==> src/rtl/conv_frame_ctrl.sv <==
// conv_frame_ctrl: frame sequencer that feeds camera pixels into the
// convolution datapath through a single-entry output register, tags edge
// pixels, then flushes IMG_W+1 zero pixels so the line buffers drain.
module conv_frame_ctrl #(
  parameter int W     = 30,
  parameter int IMG_W = 320,
  parameter int IMG_H = 240
) (
  input  logic         clk,
  input  logic         rst_n,
  input  logic         start,
  input  logic [1:0]   kernel_sel,
  input  logic [W-1:0] in_data,
  input  logic         in_valid,
  output logic         in_ready,
  output logic [W-1:0] conv_data,
  output logic         conv_valid,
  input  logic         conv_ready,
  output logic [1:0]   conv_kernel,
  output logic         border,
  output logic         busy,
  output logic         done
);

  localparam int CW = (IMG_W > 1) ? $clog2(IMG_W) : 1;
  localparam int RW = (IMG_H > 1) ? $clog2(IMG_H) : 1;
  localparam int FW = $clog2(IMG_W + 2);
  localparam logic [CW-1:0] COL_LAST   = CW'(IMG_W - 1);
  localparam logic [RW-1:0] ROW_LAST   = RW'(IMG_H - 1);
  localparam logic [FW-1:0] FLUSH_INIT = FW'(IMG_W + 1);

  typedef enum logic [1:0] {IDLE, RUN, FLUSH, DONE} state_t;

  state_t         state_q, state_d;
  logic [CW-1:0]  col_q, col_d;
  logic [RW-1:0]  row_q, row_d;
  logic [FW-1:0]  flush_q, flush_d;
  logic [W-1:0]   conv_data_q, conv_data_d;
  logic           conv_valid_q, conv_valid_d;
  logic           border_q, border_d;
  logic [1:0]     kernel_q, kernel_d;
  logic           slot_free;
  logic           accept;
  logic           edge_pix;

  // The output register can take a new pixel when empty or draining this cycle.
  always_comb begin
    slot_free = !conv_valid_q || conv_ready;
    in_ready  = (state_q == RUN) && slot_free;
    accept    = in_valid && in_ready;
    edge_pix  = (col_q == '0) || (col_q == COL_LAST) ||
                (row_q == '0) || (row_q == ROW_LAST);
  end

  // Next-state, counter and output-register logic for the frame sequencer.
  always_comb begin
    state_d      = state_q;
    col_d        = col_q;
    row_d        = row_q;
    flush_d      = flush_q;
    conv_data_d  = conv_data_q;
    conv_valid_d = conv_valid_q;
    border_d     = border_q;
    kernel_d     = kernel_q;

    if (conv_valid_q && conv_ready) begin
      conv_valid_d = 1'b0;
    end

    case (state_q)
      IDLE: begin
        if (start) begin
          state_d  = RUN;
          kernel_d = kernel_sel;
          col_d    = '0;
          row_d    = '0;
        end
      end
      RUN: begin
        if (accept) begin
          conv_data_d  = in_data;
          conv_valid_d = 1'b1;
          border_d     = edge_pix;
          if (col_q == COL_LAST) begin
            col_d = '0;
            if (row_q == ROW_LAST) begin
              row_d   = '0;
              state_d = FLUSH;
              flush_d = FLUSH_INIT;
            end else begin
              row_d = row_q + RW'(1);
            end
          end else begin
            col_d = col_q + CW'(1);
          end
        end
      end
      FLUSH: begin
        if (flush_q != '0) begin
          if (slot_free) begin
            conv_data_d  = '0;
            conv_valid_d = 1'b1;
            border_d     = 1'b1;
            flush_d      = flush_q - FW'(1);
          end
        end else if (slot_free) begin
          state_d = DONE;
        end
      end
      DONE: begin
        state_d = IDLE;
      end
      default: begin
        state_d = IDLE;
      end
    endcase
  end

  // State and datapath registers with asynchronous active-low clear.
  always_ff @(posedge clk or negedge rst_n) begin
    if (!rst_n) begin
      state_q      <= IDLE;
      col_q        <= '0;
      row_q        <= '0;
      flush_q      <= '0;
      conv_data_q  <= '0;
      conv_valid_q <= 1'b0;
      border_q     <= 1'b0;
      kernel_q     <= 2'b00;
    end else begin
      state_q      <= state_d;
      col_q        <= col_d;
      row_q        <= row_d;
      flush_q      <= flush_d;
      conv_data_q  <= conv_data_d;
      conv_valid_q <= conv_valid_d;
      border_q     <= border_d;
      kernel_q     <= kernel_d;
    end
  end

  // Status outputs decode directly from the registered state.
  always_comb begin
    conv_data   = conv_data_q;
    conv_valid  = conv_valid_q;
    border      = border_q;
    conv_kernel = kernel_q;
    busy        = (state_q != IDLE);
    done        = (state_q == DONE);
  end

endmodule

==> config.mk <==
export PLATFORM = sky130hd
export DESIGN_NAME = conv_frame_ctrl
export DESIGN_NICKNAME = d
export VERILOG_FILES = /design/src/rtl/conv_frame_ctrl.sv
export SDC_FILE = /design/constraint.sdc
export NUM_CORES = 1
export LEC_CHECK = 0
export ABC_CLOCK_PERIOD_IN_PS = 7100
export BUFFER_PORTS_ARGS = -buffer_cell sky130_fd_sc_hd__buf_2
export CAP_MARGIN = 10
export CORE_ASPECT_RATIO = 0.8
export CORE_MARGIN = 8
export CORE_UTILIZATION = 58
export DETAILED_ROUTE_END_ITERATION = 8
export GPL_ROUTABILITY_DRIVEN = 0
export PLACE_DENSITY_LB_ADDON = 0.15
export SYNTH_ARGS = -nofsm -noshare
export SYNTH_HDL_FRONTEND = slang
export SYNTH_SLANG_ARGS = --single-unit
==> constraint.sdc <==
create_clock -name clk -period 7.1 [get_ports clk]
set_clock_uncertainty 0.2 [all_clocks]
set_input_delay 0 -clock clk [delete_from_list [all_inputs] [get_ports clk]]
set_output_delay 0 -clock clk [all_outputs]
set_load 0.005 [all_outputs]
Yosys cells after proc, flatten, opt, wreduce, memory -nomap -nowiden

Cells that the tools add are included.

Bits in registers: 62
Output and inout port bits: 37
Bits of input ports: 37
Word-level logic and storage cells: 79

Reduce and logical (&&, ||, !) cells: 21
Muxes and demuxes: 35
$add $sub $neg: 3
Equal/unequal tests: 12

Operators with widths:

| cell                  | number |
|---|---|
| $mux W30              | 3 |
| $mux W9               | 8 |
| $pmux W30 S2          | 1 |
| $pmux W9 S2           | 2 |
| $mux W8               | 4 |
| $pmux W8 S2           | 1 |
| $mux W2               | 6 |
| $reduce_and A6 Y1     | 2 |
| $ne A2 B2 Y1 const B  | 5 |
| $add A9 B1 Y9 const B | 1 |
| $eq A9 B9 Y1 const B  | 1 |
| $logic_not A9 Y1      | 1 |
| $reduce_bool A9 Y1    | 1 |
| $sub A9 B1 Y9 const B | 1 |
| $add A8 B1 Y8 const B | 1 |
| $eq A8 B8 Y1 const B  | 1 |
| $logic_not A8 Y1      | 1 |
| $pmux W2 S4           | 1 |
| $reduce_and A4 Y1     | 2 |
| $mux W1               | 7 |
| $reduce_bool A2 Y1    | 3 |
| $eq A2 B2 Y1 const B  | 2 |
| $logic_or A1 B1 Y1    | 4 |
| $ne A2 B1 Y1 const B  | 2 |
| other kinds (7)       | 10 |

Longest topological paths before layout

Depth in word-level cells: 6
Depth in mapped cells: 9
Mapped depth without buffers: 7

Least setup slack after synthesis

Ideal clock, no wire load.

Kind: reg2reg
Start: register col_q[0]
End: register state_q[1]
Required time: 6.775 ns
Setup slack: 4.685 ns
Stages on the path, launching flop included: 7
Data arrival time: 2.090 ns
Clock period less this slack: 2.415 ns
Buffers on the path: 0
Library setup time: 0.125 ns
Cell sequence: dfrtp_1 > ha_1 > nand4_1 > or4_4 > and2_4 > a211oi_1 > mux2_2

Word-level cells in the longest chain between the ends: 3

Ends and longest elaborated chain:

| what                        | RTL line | RTL |
|---|---|---|
| start: declaration          | 35       | `logic [CW-1:0] col_q, col_d;` |
| start signal: assignment    | 132      | `col_q <= col_d;` |
| $eq A9 B9 Y1                | 84       | `if (col_q == COL_LAST) begin` |
| $ne A2 B1 Y1 (no line)      | --       |  |
| $reduce_and A6 Y1 (no line) | --       |  |
| end signal: assignment      | 131      | `state_q <= state_d;` |
| end: declaration            | 34       | `state_t state_q, state_d;` |

No other way between the ends.
A chain may end at the register's enable or synchronous reset.

Worst setup path in the final report

Start: register state_q[1]
End: register flush_q[0]

Word-level cells in the longest chain between the ends: 5
Elaborated cells on any way between the ends: 12
Those cells by class: eq/ne (7); mux (1); reduce/logical (4)

Ends and longest elaborated chain:

| what                        | RTL line | RTL |
|---|---|---|
| $eq A2 B1 Y1                | 49, 70   |  |
| $logic_and A1 B1 Y1         | 49       | `in_ready = (state_q == RUN) && slot_free;` |
| $logic_and A1 B1 Y1         | 50       | `accept = in_valid && in_ready;` |
| $ne A2 B2 Y1 (no line)      | --       |  |
| $reduce_and A6 Y1 (no line) | --       |  |
| end signal: assignment      | 134      | `flush_q <= flush_d;` |
| end: declaration            | 37       | `logic [FW-1:0] flush_q, flush_d;` |

Several ways; a longest one is shown, not always the timed one.

==> flow_metrics.tcl <==
set metrics [dict create \
    outcome "finished, final reports clean" \
    timing.max_slew.rel_slack_pct 26.17 \
    top_usage_layer "met2" \
    clock_tree_from_tritoncts "yes" \
    timing.hold.worst_endpoint "flush_q[7]" \
    asyncSetResetFlopFracSynth_pct 100.0 \
    mappedNetlistArea_um2 3173 \
    worst_pin_slew_ps 1108 \
    use_met3_pct 7.203 \
    layout.nets 502 \
    p_comb_share_pct 16.7 \
    netSwitchingFraction_pct 28.01 \
    sinks_on_the_clock_net 62 \
    final.period_utilization_pct 50.19 \
    synth.mux.area_fraction_pct 1.735 \
    p_leak_nw 2.035 \
    fin_tns_setup_ps 0 \
    regToRegSetupSlack_ps 3540 \
    mappedNetlistNets 397 \
    fmax_mhz 280.6 \
    synth_top_family_by_area "simple AND/OR/NAND/NOR gates" \
    grt_util_all_layers_pct 22.55 \
    end_kind "flip-flop" \
    cts.path.max_buffers 2 \
    diodes 0 \
    period_needed_ps 3563 \
    io_pins 74 \
    power_frac_seq_pct 46.1 \
    layout.cell_area.non_filler_um2 4167 \
    die_w_um 98.70 \
    critical_path_arrival_ps 3630 \
    drt_wl_total_mm 8.606 \
    clk_pin_slew_worst_setup_hold_paths_ps 70 \
    worst_hold_path.num_cells 5 \
    number_of_search_and_repair_iterations_in_the_first_detailed_routing_pass 5 \
    via_count 3045 \
    post_synth_and_or_nand_nor_area_fraction_pct 29.50 \
    r2r-end "flush_q[0]" \
    intPower_mw 0.6746 \
    area_delta_synth_final_pct 31.31 \
    synth_compound_area_share_pct 11.71 \
    main_area_contributors_after_synthesis "sky130_fd_sc_hd__dfrtp_1 49%, sky130_fd_sc_hd__nand2_1 9.9%, sky130_fd_sc_hd__nand4_1 6.3%, sky130_fd_sc_hd__ha_1 3.9%, sky130_fd_sc_hd__o21ai_0 3.8%" \
    cts-resized-gates 0 \
    dp_hpwl_mm 5.326 \
    drc 0 \
    grt_pass1_vias 3001 \
    port_buffers 73 \
    switchingPower_mw 0.2625 \
    synthFlopType "sky130_fd_sc_hd__dfrtp_1" \
    worstPathMaxFanout 35 \
    setup.worst_path.start_class "flip-flop" \
    synth-edff-count 0 \
    yosys.area_share.adder_pct 3.943 \
    drt_first_iter_violations 290 \
    drtAntennaViolNets 0 \
    placementRows 24 \
    worstSkewPairLatency_ps 340 \
    overflow 0 \
    hold_viol 0 \
    setup-violations-final 0 \
    ir_drop_mv 0.1701 \
    cts_buffers 9 \
    grt_use_met1_pct 27.66 \
    synth-seq-cells 62 \
    worst_hold_slack_ps 105.0 \
    dp_worst_setup_slack_ps 3621 \
    design.core.area_um2 5375 \
    synthesis.area_per_instance_um2 9.066 \
    grt_antenna_before_repair 0 \
    timing.final.max_slew_violations 0 \
    hold_path_startpoint "conv_ready" \
    globalRouteMet2Util_pct 37.33 \
    initial_utilization_pct 59.03 \
    yosysTopAreaCell "sky130_fd_sc_hd__dfrtp_1" \
    rsz0062_at_grt "no" \
    drive_gt1_share_pct 22.83 \
    timing_worst_setup_path_type "flip-flop to flip-flop" \
    avgViaCountPerCell 5.800 \
    synth_common_cells "84 x sky130_fd_sc_hd__nand2_1, 62 x sky130_fd_sc_hd__dfrtp_1, 32 x sky130_fd_sc_hd__nand4_1" \
    post_drt_wl_per_cell_um 16.39 \
    dieArea_um2 8108 \
    rr_startpoint "state_q[1]" \
    post-route-worst-setup-slack_ps 3537 \
    yosys_warnings 0 \
    synth_top_area_share_pct 48.90 \
    yosys.area_share.xor_xnor_pct 0.5521 \
    crit_required_ps 7170 \
    timing.hold.worst.class "primary input to flip-flop" \
    syn_inst 350 \
    most_instantiated_library_cell_after_synthesis "sky130_fd_sc_hd__nand2_1" \
    cts_root_cell "sky130_fd_sc_hd__clkbuf_8" \
    yosys.cell_types.count 46 \
    cts_max_level 3 \
    placed_area_um2 3563 \
    p_clk_share_pct 37.1 \
    power_density_nw_per_um2 224.9 \
    synth_sequential_area_ratio_pct 48.90 \
    first_pass_grt_wire_length_mm 14.57 \
    grt_max_degree 63 \
    worst-r2r-cell-count 7 \
    die_h_um 82.16 \
    cap_violations 0 \
    cts_post_setup_buffers_inserted 0 \
    utilization_pct 77.51 \
]
critical path, stage by stage, from the launching register on:
cell and delay (ps):
sky130_fd_sc_hd__dfrtp_1 410, sky130_fd_sc_hd__inv_1 110, sky130_fd_sc_hd__ha_1 660, sky130_fd_sc_hd__mux2_2 700, sky130_fd_sc_hd__nand2_1 210, sky130_fd_sc_hd__a21o_1 590
sky130_fd_sc_hd__or3_1 510, sky130_fd_sc_hd__o21ai_0 80
cell type report:
cell class,count,area (µm²)
Timing Repair Buffer,113,760.7
Fill cell,345,1209
Sequential cell,62,1551
Inverter,12,45.04
Multi-Input combinational cell,257,1505
Clock inverter,6,85.08
Clock buffer,10,137.6
Tap cell,65,81.33
through the flow:
step | std cells | power [mW]
after floorplan | 350 | 0.5100
after global placement | 471 | 0.5707
after detailed placement | 471 | 0.5760
after CTS | 525 | 0.9367
after global routing | 525 | 0.9850
final | 525 | 0.9371
per-layer routing:
layer / routed length, µm / vias to the layer above / part of all wire [%]
li1: - / 1445 / -
met1: 3686 / 1480 / 43
met2: 4313 / 104 / 50
met3: 466 / 16 / 5.4
met4: 139 / 0 / 1.6
met5: 0 / - / 0
power groups by stage:
stage	Sequential [mW]	Combinational [mW]	Clock, mW
finish	0.432	0.157	0.348
global route	0.439	0.180	0.366
global placement	0.435	0.136	0
detailed placement	0.436	0.140	0
CTS	0.431	0.155	0.350
floorplan	0.431	0.0786	0
registers in the layout, indices dropped and copies added, names as in the netlist:
signal       flops
border           1
col_q            9
conv_data       30
conv_kernel      2
conv_valid       1
flush_q          9
row_q            8
state_q          2
cells in the final DEF (no fill, tap or decap), types with 3 or more instances in the layout:
master	count
sky130_fd_sc_hd__or2_2	4
sky130_fd_sc_hd__nand3_1	10
sky130_fd_sc_hd__nor2_1	10
sky130_fd_sc_hd__buf_2	73
sky130_fd_sc_hd__a21oi_1	4
sky130_fd_sc_hd__a22o_1	8
sky130_fd_sc_hd__nand4_1	32
sky130_fd_sc_hd__and3_1	3
sky130_fd_sc_hd__inv_1	11
sky130_fd_sc_hd__o21ai_0	24
sky130_fd_sc_hd__mux2_2	4
sky130_fd_sc_hd__o31ai_1	4
sky130_fd_sc_hd__dfrtp_1	62
sky130_fd_sc_hd__nor4_1	4
sky130_fd_sc_hd__nor3_1	6
sky130_fd_sc_hd__nand2b_1	6
sky130_fd_sc_hd__ha_1	10
sky130_fd_sc_hd__nand2_1	84
sky130_fd_sc_hd__clkbuf_8	10
sky130_fd_sc_hd__dlygate4sd3_1	38
sky130_fd_sc_hd__nor2b_1	11
what timing repair did:
item                       in CTS  in global routing
setup endpoints to repair       0                  0
hold endpoints to repair       95                  0
hold buffers                   38                  0
logic make-up (layout without fill, tap and decap cells):
kind of cell,count (synthesis),in the layout
AND/OR/NAND/NOR,185,185
flip-flops,62,62
AO/OA/AOI/OAI,55,55
buffers and inverters,31,141
adder cells (fa/ha/maj),10,10
multiplexers,5,5
XOR/XNOR,2,2
how the worst max path moves through the flow:
stage | startpoint | endpoint | slack, ps
detailed placement | state_q[1] | flush_q[1] | 3620
floorplan | col_q[0] | state_q[1] | 4690
global route | state_q[1] | flush_q[1] | 3170
finish | state_q[1] | flush_q[0] | 3540
global placement | state_q[1] | flush_q[0] | 3740
CTS | state_q[1] | flush_q[1] | 3580
Note: power is estimated with default switching activity, not from simulation.
